$ cat config.mk
export PLATFORM = sky130hd
export DESIGN_NAME = gyro_motion_filter
export DESIGN_NICKNAME = d
export VERILOG_FILES = /design/src/rtl/gyro_motion_filter.sv
export SDC_FILE = /design/constraint.sdc
export NUM_CORES = 1
export LEC_CHECK = 0
export BUFFER_PORTS_ARGS = -buffer_cell sky130_fd_sc_hd__buf_2
export CAP_MARGIN = 20
export CORE_MARGIN = 2
export CORE_UTILIZATION = 35
export DETAILED_ROUTE_END_ITERATION = 12
export RECOVER_POWER = 25
export SKIP_LAST_GASP = 1
export SYNTH_ARGS = -nofsm -noshare
export SYNTH_HDL_FRONTEND = slang
export SYNTH_SLANG_ARGS = --single-unit
$ cat constraint.sdc
create_clock -name clk -period 5.1 [get_ports clk]
set_input_delay 0.51 -clock clk [delete_from_list [all_inputs] [get_ports clk]]
set_output_delay 0.51 -clock clk [all_outputs]
set_load 0.02 [all_outputs]
$ cat src/rtl/gyro_motion_filter.sv
// gyro_motion_filter: zero-rate bias calibration, dead-banded rate correction,
// saturating angle integration and hysteretic tilt flags for a 3-axis gyro.
// Samples on an internal tick since the SPI controller provides no valid strobe.
// Ports:
//   clk, rst                    clock, synchronous active-high reset
//   x/y/z_axis_data             raw signed gyro samples
//   recal, zero_angles          control pulses
//   calibrated                  bias valid (state RUN)
//   x/y/z_rate                  signed corrected rates
//   x/y/z_angle                 signed integrated angles (ANGLE_W bits)
//   sample_strobe               1-cycle pulse when rates/angles update
//   tilt_left/right/fwd/back    hysteretic roll/pitch flags
module gyro_motion_filter #(
    parameter int unsigned SAMPLE_DIV = 1_000_000,
    parameter int unsigned CAL_LOG2   = 6,
    parameter int unsigned DEADBAND   = 16,
    parameter int unsigned RATE_SHIFT = 4,
    parameter int unsigned ANGLE_W    = 24,
    parameter int unsigned ANGLE_MAX  = 4_000_000,
    parameter int unsigned TILT_ON    = 20000,
    parameter int unsigned TILT_OFF   = 12000
) (
    input  logic                      clk,
    input  logic                      rst,
    input  logic signed [15:0]        x_axis_data,
    input  logic signed [15:0]        y_axis_data,
    input  logic signed [15:0]        z_axis_data,
    input  logic                      recal,
    input  logic                      zero_angles,
    output logic                      calibrated,
    output logic signed [15:0]        x_rate,
    output logic signed [15:0]        y_rate,
    output logic signed [15:0]        z_rate,
    output logic signed [ANGLE_W-1:0] x_angle,
    output logic signed [ANGLE_W-1:0] y_angle,
    output logic signed [ANGLE_W-1:0] z_angle,
    output logic                      sample_strobe,
    output logic                      tilt_left,
    output logic                      tilt_right,
    output logic                      tilt_fwd,
    output logic                      tilt_back
);

    localparam int unsigned CNT_W = (SAMPLE_DIV > 1) ? $clog2(SAMPLE_DIV) : 1;
    localparam int unsigned SUM_W = 16 + CAL_LOG2;
    localparam int unsigned AW1   = ANGLE_W + 1;

    localparam logic signed [AW1-1:0] A_MAX = AW1'(ANGLE_MAX);
    localparam logic signed [AW1-1:0] A_MIN = -A_MAX;
    localparam logic signed [AW1-1:0] T_ON  = AW1'(TILT_ON);
    localparam logic signed [AW1-1:0] T_OFF = AW1'(TILT_OFF);
    localparam logic signed [16:0]    DB    = 17'(DEADBAND);
    localparam logic signed [16:0]    D_MAX = 17'sd32767;
    localparam logic signed [16:0]    D_MIN = -17'sd32768;

    localparam logic [0:0] ST_CALIB = 1'b0;
    localparam logic [0:0] ST_RUN   = 1'b1;

    logic [0:0]                state, state_next;
    logic [CNT_W-1:0]          tick_cnt;
    logic                      tick;
    logic                      v0, v1;
    logic [CAL_LOG2-1:0]       cal_cnt;
    logic signed [15:0]        axis_in  [3];
    logic signed [15:0]        raw_q    [3];
    logic signed [15:0]        bias_q   [3];
    logic signed [SUM_W-1:0]   sum_q    [3];
    logic signed [SUM_W-1:0]   sum_nx   [3];
    logic signed [15:0]        rate_q   [3];
    logic signed [15:0]        rate_nx  [3];
    logic signed [ANGLE_W-1:0] angle_q  [3];
    logic signed [ANGLE_W-1:0] angle_nx [3];
    logic                      pos_q [2], neg_q [2], pos_nx [2], neg_nx [2];

    assign axis_in[0] = x_axis_data;
    assign axis_in[1] = y_axis_data;
    assign axis_in[2] = z_axis_data;

    assign calibrated = (state == ST_RUN);
    assign x_rate     = rate_q[0];
    assign y_rate     = rate_q[1];
    assign z_rate     = rate_q[2];
    assign x_angle    = angle_q[0];
    assign y_angle    = angle_q[1];
    assign z_angle    = angle_q[2];
    assign tilt_right = pos_q[0];
    assign tilt_left  = neg_q[0];
    assign tilt_fwd   = pos_q[1];
    assign tilt_back  = neg_q[1];

    assign tick = (tick_cnt == CNT_W'(SAMPLE_DIV - 1));

    // Bias subtraction in 17 bits, saturated to 16, then dead-banded.
    function automatic logic signed [15:0] correct(input logic signed [15:0] raw,
                                                   input logic signed [15:0] bias);
        logic signed [16:0] d;
        logic signed [15:0] r;
        d = $signed({raw[15], raw}) - $signed({bias[15], bias});
        if (d > D_MAX)                 r = 16'sh7FFF;
        else if (d < D_MIN)            r = 16'sh8000;
        else if (d <= DB && d >= -DB)  r = '0;
        else                           r = d[15:0];
        return r;
    endfunction

    // Integrate one scaled rate step and clamp to +/-ANGLE_MAX.
    function automatic logic signed [ANGLE_W-1:0] integrate(input logic signed [ANGLE_W-1:0] angle,
                                                            input logic signed [15:0] rate);
        logic signed [15:0]    step;
        logic signed [AW1-1:0] s;
        step = rate >>> RATE_SHIFT;
        s    = $signed({angle[ANGLE_W-1], angle}) + AW1'(step);
        if (s > A_MAX)      s = A_MAX;
        else if (s < A_MIN) s = A_MIN;
        return s[ANGLE_W-1:0];
    endfunction

    function automatic logic flag_pos(input logic signed [ANGLE_W-1:0] a, input logic cur);
        logic signed [AW1-1:0] e;
        logic f;
        e = $signed({a[ANGLE_W-1], a});
        if (e >= T_ON)      f = 1'b1;
        else if (e < T_OFF) f = 1'b0;
        else                f = cur;
        return f;
    endfunction

    function automatic logic flag_neg(input logic signed [ANGLE_W-1:0] a, input logic cur);
        logic signed [AW1-1:0] e;
        logic f;
        e = $signed({a[ANGLE_W-1], a});
        if (e <= -T_ON)      f = 1'b1;
        else if (e > -T_OFF) f = 1'b0;
        else                 f = cur;
        return f;
    endfunction

    // Next-state and per-axis datapath next values.
    always_comb begin
        state_next = state;
        if (recal)
            state_next = ST_CALIB;
        else if (state == ST_CALIB && v0 && cal_cnt == '1)
            state_next = ST_RUN;
        for (int i = 0; i < 3; i++) begin
            sum_nx[i]   = sum_q[i] + SUM_W'(raw_q[i]);
            rate_nx[i]  = correct(raw_q[i], bias_q[i]);
            angle_nx[i] = integrate(angle_q[i], rate_q[i]);
        end
        for (int i = 0; i < 2; i++) begin
            pos_nx[i] = flag_pos(angle_nx[i], pos_q[i]);
            neg_nx[i] = flag_neg(angle_nx[i], neg_q[i]);
        end
    end

    // State register.
    always_ff @(posedge clk) begin
        if (rst) state <= ST_CALIB;
        else     state <= state_next;
    end

    // Tick counter, 3-stage sample pipeline, calibration and integration.
    always_ff @(posedge clk) begin
        if (rst) begin
            tick_cnt      <= '0;
            v0            <= 1'b0;
            v1            <= 1'b0;
            sample_strobe <= 1'b0;
            cal_cnt       <= '0;
            for (int i = 0; i < 3; i++) begin
                raw_q[i]   <= '0;
                bias_q[i]  <= '0;
                sum_q[i]   <= '0;
                rate_q[i]  <= '0;
                angle_q[i] <= '0;
            end
            for (int i = 0; i < 2; i++) begin
                pos_q[i] <= 1'b0;
                neg_q[i] <= 1'b0;
            end
        end else begin
            tick_cnt      <= tick ? '0 : tick_cnt + 1'b1;
            v0            <= tick & ~recal;
            v1            <= 1'b0;
            sample_strobe <= v1 & ~recal;
            if (tick) begin
                for (int i = 0; i < 3; i++) raw_q[i] <= axis_in[i];
            end
            if (recal) begin
                // Restart calibration; bias is kept until the new one lands.
                cal_cnt <= '0;
                for (int i = 0; i < 3; i++) begin
                    sum_q[i]   <= '0;
                    rate_q[i]  <= '0;
                    angle_q[i] <= '0;
                end
                for (int i = 0; i < 2; i++) begin
                    pos_q[i] <= 1'b0;
                    neg_q[i] <= 1'b0;
                end
            end else begin
                if (v0 && state == ST_CALIB) begin
                    cal_cnt <= cal_cnt + 1'b1;
                    for (int i = 0; i < 3; i++)
                        sum_q[i] <= (cal_cnt == '1) ? '0 : sum_nx[i];
                    if (cal_cnt == '1) begin
                        for (int i = 0; i < 3; i++) begin
                            bias_q[i]  <= 16'(sum_nx[i] >>> CAL_LOG2);
                            angle_q[i] <= '0;
                        end
                        for (int i = 0; i < 2; i++) begin
                            pos_q[i] <= 1'b0;
                            neg_q[i] <= 1'b0;
                        end
                    end
                end
                if (v0 && state == ST_RUN) begin
                    for (int i = 0; i < 3; i++) rate_q[i] <= rate_nx[i];
                    v1 <= 1'b1;
                end
                // A coincident zero request drops this sample's integration.
                if (state == ST_RUN && zero_angles) begin
                    for (int i = 0; i < 3; i++) angle_q[i] <= '0;
                    for (int i = 0; i < 2; i++) begin
                        pos_q[i] <= 1'b0;
                        neg_q[i] <= 1'b0;
                    end
                end else if (v1) begin
                    for (int i = 0; i < 3; i++) angle_q[i] <= angle_nx[i];
                    for (int i = 0; i < 2; i++) begin
                        pos_q[i] <= pos_nx[i];
                        neg_q[i] <= neg_nx[i];
                    end
                end
            end
        end
    end

endmodule
Word-level counts from Yosys, hierarchy flattened --
Memory sizes are Yosys's and may differ from the RTL's. Index checks and enable logic that the tools add are counted.
Storage, ports and cells: output and inout bits 126, flip-flop bits (word level) 30, bits in writable memories 286, input port bits 52, word-level logic and storage cells 213, memories kept 7
Memory list:
- angle_q | words 3, width 24, read ports 3, clocked after memory_dff 0, write ports 3, RTL line 71 | logic signed [ANGLE_W-1:0] angle_q [3];
- sum_q | words 3, width 22, read ports 3, clocked after memory_dff 0, write ports 3, RTL line 67 | logic signed [SUM_W-1:0] sum_q [3];
- bias_q | words 3, width 16, read ports 3, clocked after memory_dff 0, write ports 3, RTL line 66 | logic signed [15:0] bias_q [3];
- rate_q | words 3, width 16, read ports 3, clocked after memory_dff 0, write ports 3, RTL line 69 | logic signed [15:0] rate_q [3];
- raw_q | words 3, width 16, read ports 3, clocked after memory_dff 0, write ports 3, RTL line 65 | logic signed [15:0] raw_q [3];
- neg_q | words 2, width 1, read ports 2, clocked after memory_dff 0, write ports 2, RTL line 73 | logic pos_q [2], neg_q [2], pos_nx [2], neg_nx [2];
- 1 more memories
Cells by class: bitwise operators 50, muxes and demuxes 102, reduce and logical (&&, ||, !) cells 9, $add $sub $neg 11, eq/ne operators 2, magnitude comparators 26
Operator list (number):
- 2-to-1 mux 24 bit | 18
- 2-to-1 mux 16 bit | 21
- 2-to-1 mux 22 bit | 9
- adder 24 x 12 -> 25 bit | 3
- > comparator 25 x 23 -> 1 bit, second input constant | 3
- less-than comparator 25 x 23 -> 1 bit, second input constant | 3
- adder 22 x 16 -> 22 bit | 3
- 2-to-1 mux 1 bit | 54
- greater-or-equal comparator 17 x 5 -> 1 bit, second input constant | 3
- > comparator 17 x 16 -> 1 bit, second input constant | 3
- less-or-equal comparator 17 x 6 -> 1 bit, second input constant | 3
- less-than comparator 17 x 16 -> 1 bit, second input constant | 3
- subtractor 16 x 16 -> 17 bit | 3
- greater-or-equal comparator 24 x 16 -> 1 bit, second input constant | 2
- > comparator 24 x 15 -> 1 bit, second input constant | 2
- less-or-equal comparator 24 x 16 -> 1 bit, second input constant | 2
- less-than comparator 24 x 15 -> 1 bit, second input constant | 2
- bitwise OR 1 bit | 46
- adder 20 x 1 -> 20 bit, second input constant | 1
- equality test 20 bit, second input constant | 1
- logical AND 1 bit | 7
- adder 6 x 1 -> 6 bit, second input constant | 1
- equality test 6 bit, second input constant | 1
- OR reduction 2 bit | 2
- 2 further kinds | 4

Depth between registers and ports, before layout --
depth in word-level cells 9, depth in mapped cells 16, mapped depth without buffers 15

Worst setup path before layout --
Ideal clock, no wire load.
path type reg2reg, from mem raw_q[2][0], in the netlist raw_q[0][32], to mem rate_q[2][4], in the netlist rate_q[0][36] (data pin), setup slack 1.052 ns, required time 4.828 ns, arrival time 3.776 ns, clock period less this slack 4.048 ns, setup time 0.272 ns, cell stages (with the launch flop) 17, path buffers 1, cell sequence edfxtp_1 inv_1 ha_1 inv_1 fa_1 a21o_1 a21oi_1 o21bai_1 a21oi_1 xor2_1 or4_1 or4_1 or4_1 o31ai_2 a21o_2 buf_6 o21ai_1
RTL lines (RTL line):
- from (decl) | 65
- to (decl) | 69

==> results by group <==
Floorplanning
  • DIE HEIGHT: 256 um
  • Die Span X: 256 um
  • Initial Util: 0.353
  • Io pins: 178
  • Die area: 65500 sq um
  • Row cnt: 92
  • Core area: 63000 sq um

Detailed routing
  • Top Layer Used: met5
  • Via/cell ratio: 5.44
  • Met1 wire length: 27.8 mm
  • Total number of vias: 18500
  • DRC: 0
  • DR WL met3: 3.13 mm
  • Wire per inst: 17.6 um
  • Drt initial violations: 1095
  • TritonRoute pass-1 iters: 5
  • Wirelength, routed: 59.7 mm
  • Remaining antenna violation count: 0
  • WL met2: 27.5 mm

Synth
  • Synthesis Warnings: 0
  • Synth Flop Type: edfxtp_1
  • Synth Register Bits: 316
  • Yosys top cell area share: 0.386
  • Synth cell types: 84
  • Synth Net Count: 2589
  • Synth top area cells: edfxtp_1 39%, ha_1 10%, nor2_1 4.6%
  • Post-synth EDFFs: 286
  • Post-Syn Area: 22200 sq um
  • Synth area leader: edfxtp_1
  • Post-synth ARST share: 0
  • Cells after synthesis: 2343
  • Sequential share of the synthesized area: 0.413
  • Syn Area/Cell: 9.49 sq um

Clocking
  • CTS root buf: clkbuf_16
  • CTS tree: yes
  • CTS Buffer Depth: 3
  • H-Tree Depth: 2
  • # clock sinks: 316
  • CTS clk-pin slew, worst paths: 0.06 ns
  • Clk_lat worst skew: 0.56 ns
  • Post-CTS Setup Bufs: 0
  • Hold-fix buffers at CTS: 0
  • Inserted Clock Buffers: 40
  • Cts repair resizes: 0

Placed design
  • Setup WS pre-CTS: 0.609 ns
  • HPWL after detailed placement: 45.1 mm
  • Number of port buffers: 177
  • Gpl congestion: 0.906

Min path
  • Tightest Hold Check Type: input pin to flop

GRT
  • Global-route total usage across every layer: 0.177
  • First-pass GRT wire length: 95.1 mm
  • Grt total ovfl: 0
  • Vias in the first global route: 18100
  • Initial antenna violation count: 1
  • Largest net degree at the start of global routing: 76

Status
  • Failing checks: max-capacitance violations, max-slew violations
  • Outcome: finished with violations

Setup path
  • Critical path required time: 5.35 ns
  • Worst EP arrival: 4.76 ns
  • Startpoint types: flop
  • Crit-path max FO: 12
  • CP endpoint kind: flop
  • Kind of critical path: flop to flop

Finish
  • Fillers: 6244
  • Antenna cells: 0
  • Ratio of cells with drive above 1 in the final layout: 0.0726
  • Most frequent cells in the layout: 286 x edfxtp_1, 274 x nor2_1, 185 x ha_1, 173 x a21oi_1, 157 x inv_1
  • Commonest non-fill, non-tap cell in the layout: edfxtp_1
  • Fin nets: 2763
  • Synthesis-to-layout area growth: 13.4%

Timing
  • Least-Margin Pin Slew: 1.79 ns
  • Final setup TNS: 0 ns
  • Slew headroom: -0.202
  • Max-slew violations: 61
  • Period minus WS final: 4.51 ns
  • Final Hold Vio Count: 0
  • Fin Clk Skew: 0.0340 ns
  • Period utilization: 0.885
  • # setup viols final: 0
  • Fmax: 222 MHz
  • RSZ-0062 raised after global routing: false
  • Worst Setup Slack, final: 0.586 ns

Job
  • MaxCap Viol Count: 3

Power and ir drop
  • Peak VDD IR: 161 uV
  • Leakage power: 10.3 nW
  • Pwr per Cell Area: 274 nW/um^2
[Yosys cell counts (19+ instances only)]
cell,n
a21o_1,55
nand2b_1,21
edfxtp_1,286
a211oi_1,33
a31oi_1,32
xor2_1,78
dfxtp_1,30
nand4_1,25
and3_1,32
or2_2,21
o31ai_1,22
nor2b_1,28
nand2_1,128
nor2_1,274
or3_1,25
and2_1,69
ha_1,185
nor3_1,68
inv_1,157
o21a_1,30
clkbuf_1,56
a21oi_1,173
xnor2_1,76
nor4_1,19
nand3_1,58
o21ai_0,112
[layer usage]
metal	global-route usage	vias up
li1	-	9041
met1	0.240	8857
met2	0.296	490
met3	0.0238	80
met4	0.0482	2
met5	0	-
[through the flow]
| stage | cell area (sq um) | hold slack [ns] | power, mW | cells | util |
|---|---|---|---|---|---|
| global placement | 24100 | 0.440 | 4.12 | 3319 | 0.382 |
| global route | 25200 | 0.148 | 7.22 | 3394 | 0.400 |
| CTS | 25400 | 0.149 | 7.01 | 3392 | 0.403 |
| finish | 25200 | 0.152 | 6.91 | 3394 | 0.400 |
| floorplan | 22200 | 0.426 | 3.83 | 2343 | - |
| detailed placement | 24100 | 0.455 | 4.14 | 3319 | 0.382 |
[critical path: stages, from the launching register on]
cell and delay (ns):
edfxtp_1 0.40, inv_1 0.08, ha_1 0.16, inv_1 0.06, fa_1 0.40, a21o_1 0.18
a21oi_1 0.26, o21bai_1 0.10, a21oi_1 0.19, xnor2_1 0.16, inv_1 0.07, or3_1 0.34
or4_1 0.52, or4_1 0.51, a32oi_1 0.60, o21ai_0 0.17
[where the power goes]
| group | total [mW] | switching [mW] | internal, mW |
|---|---|---|---|
| Combinational | 1.11 | 0.716 | 0.395 |
| Clock | 2.82 | 1.16 | 1.66 |
| Sequential | 2.98 | 0.0699 | 2.91 |
| Total | 6.91 | 1.94 | 4.96 |
[state kept, by name, indices dropped and copies added (netlist names), 6 cells and up]
register / cells
angle_q: 72
bias_q: 48
cal_cnt: 6
rate_q: 48
raw_q: 48
sum_q: 66
tick_cnt: 20
[area by class of cell]
type	count	area, sq um	area share
tap	846	1060	0.0420
sequential	316	9190	0.364
timing repair buffer	194	882	0.0350
clock buffer	50	1080	0.0429
multi-input combinational	1808	12200	0.484
clock inverter	23	208	0.00824
inverter	157	589	0.0234
[kinds of logic after synthesis]
group | count (synthesis) | share of synthesized area
buffers and inverters | 219 | 0.0376
xor gates and xnor gates | 154 | 0.0607
AOI/OAI and AO/OA | 623 | 0.185
and+or+nand+nor | 825 | 0.185
DFF | 316 | 0.413
adders and majority gates | 194 | 0.112
muxes | 12 | 0.00613
[path summary, 6_finish.rpt]
path | start | endpoint | slack (ns) | cells past startpoint
min reg2reg | tick_cnt[0]$_SDFF_PP0_ | tick_cnt[0]$_SDFF_PP0_ | 0.46 | 1
max | raw_q[0][0]$_SDFFCE_PN0P_ | rate_q[0][12]$_SDFFCE_PN0P_ | 0.59 | 15
max reg2reg | raw_q[0][0]$_SDFFCE_PN0P_ | rate_q[0][12]$_SDFFCE_PN0P_ | 0.59 | 15
min | recal | v0$_SDFF_PP0_ | 0.15 | 2
(Power assumes the default switching activity.)
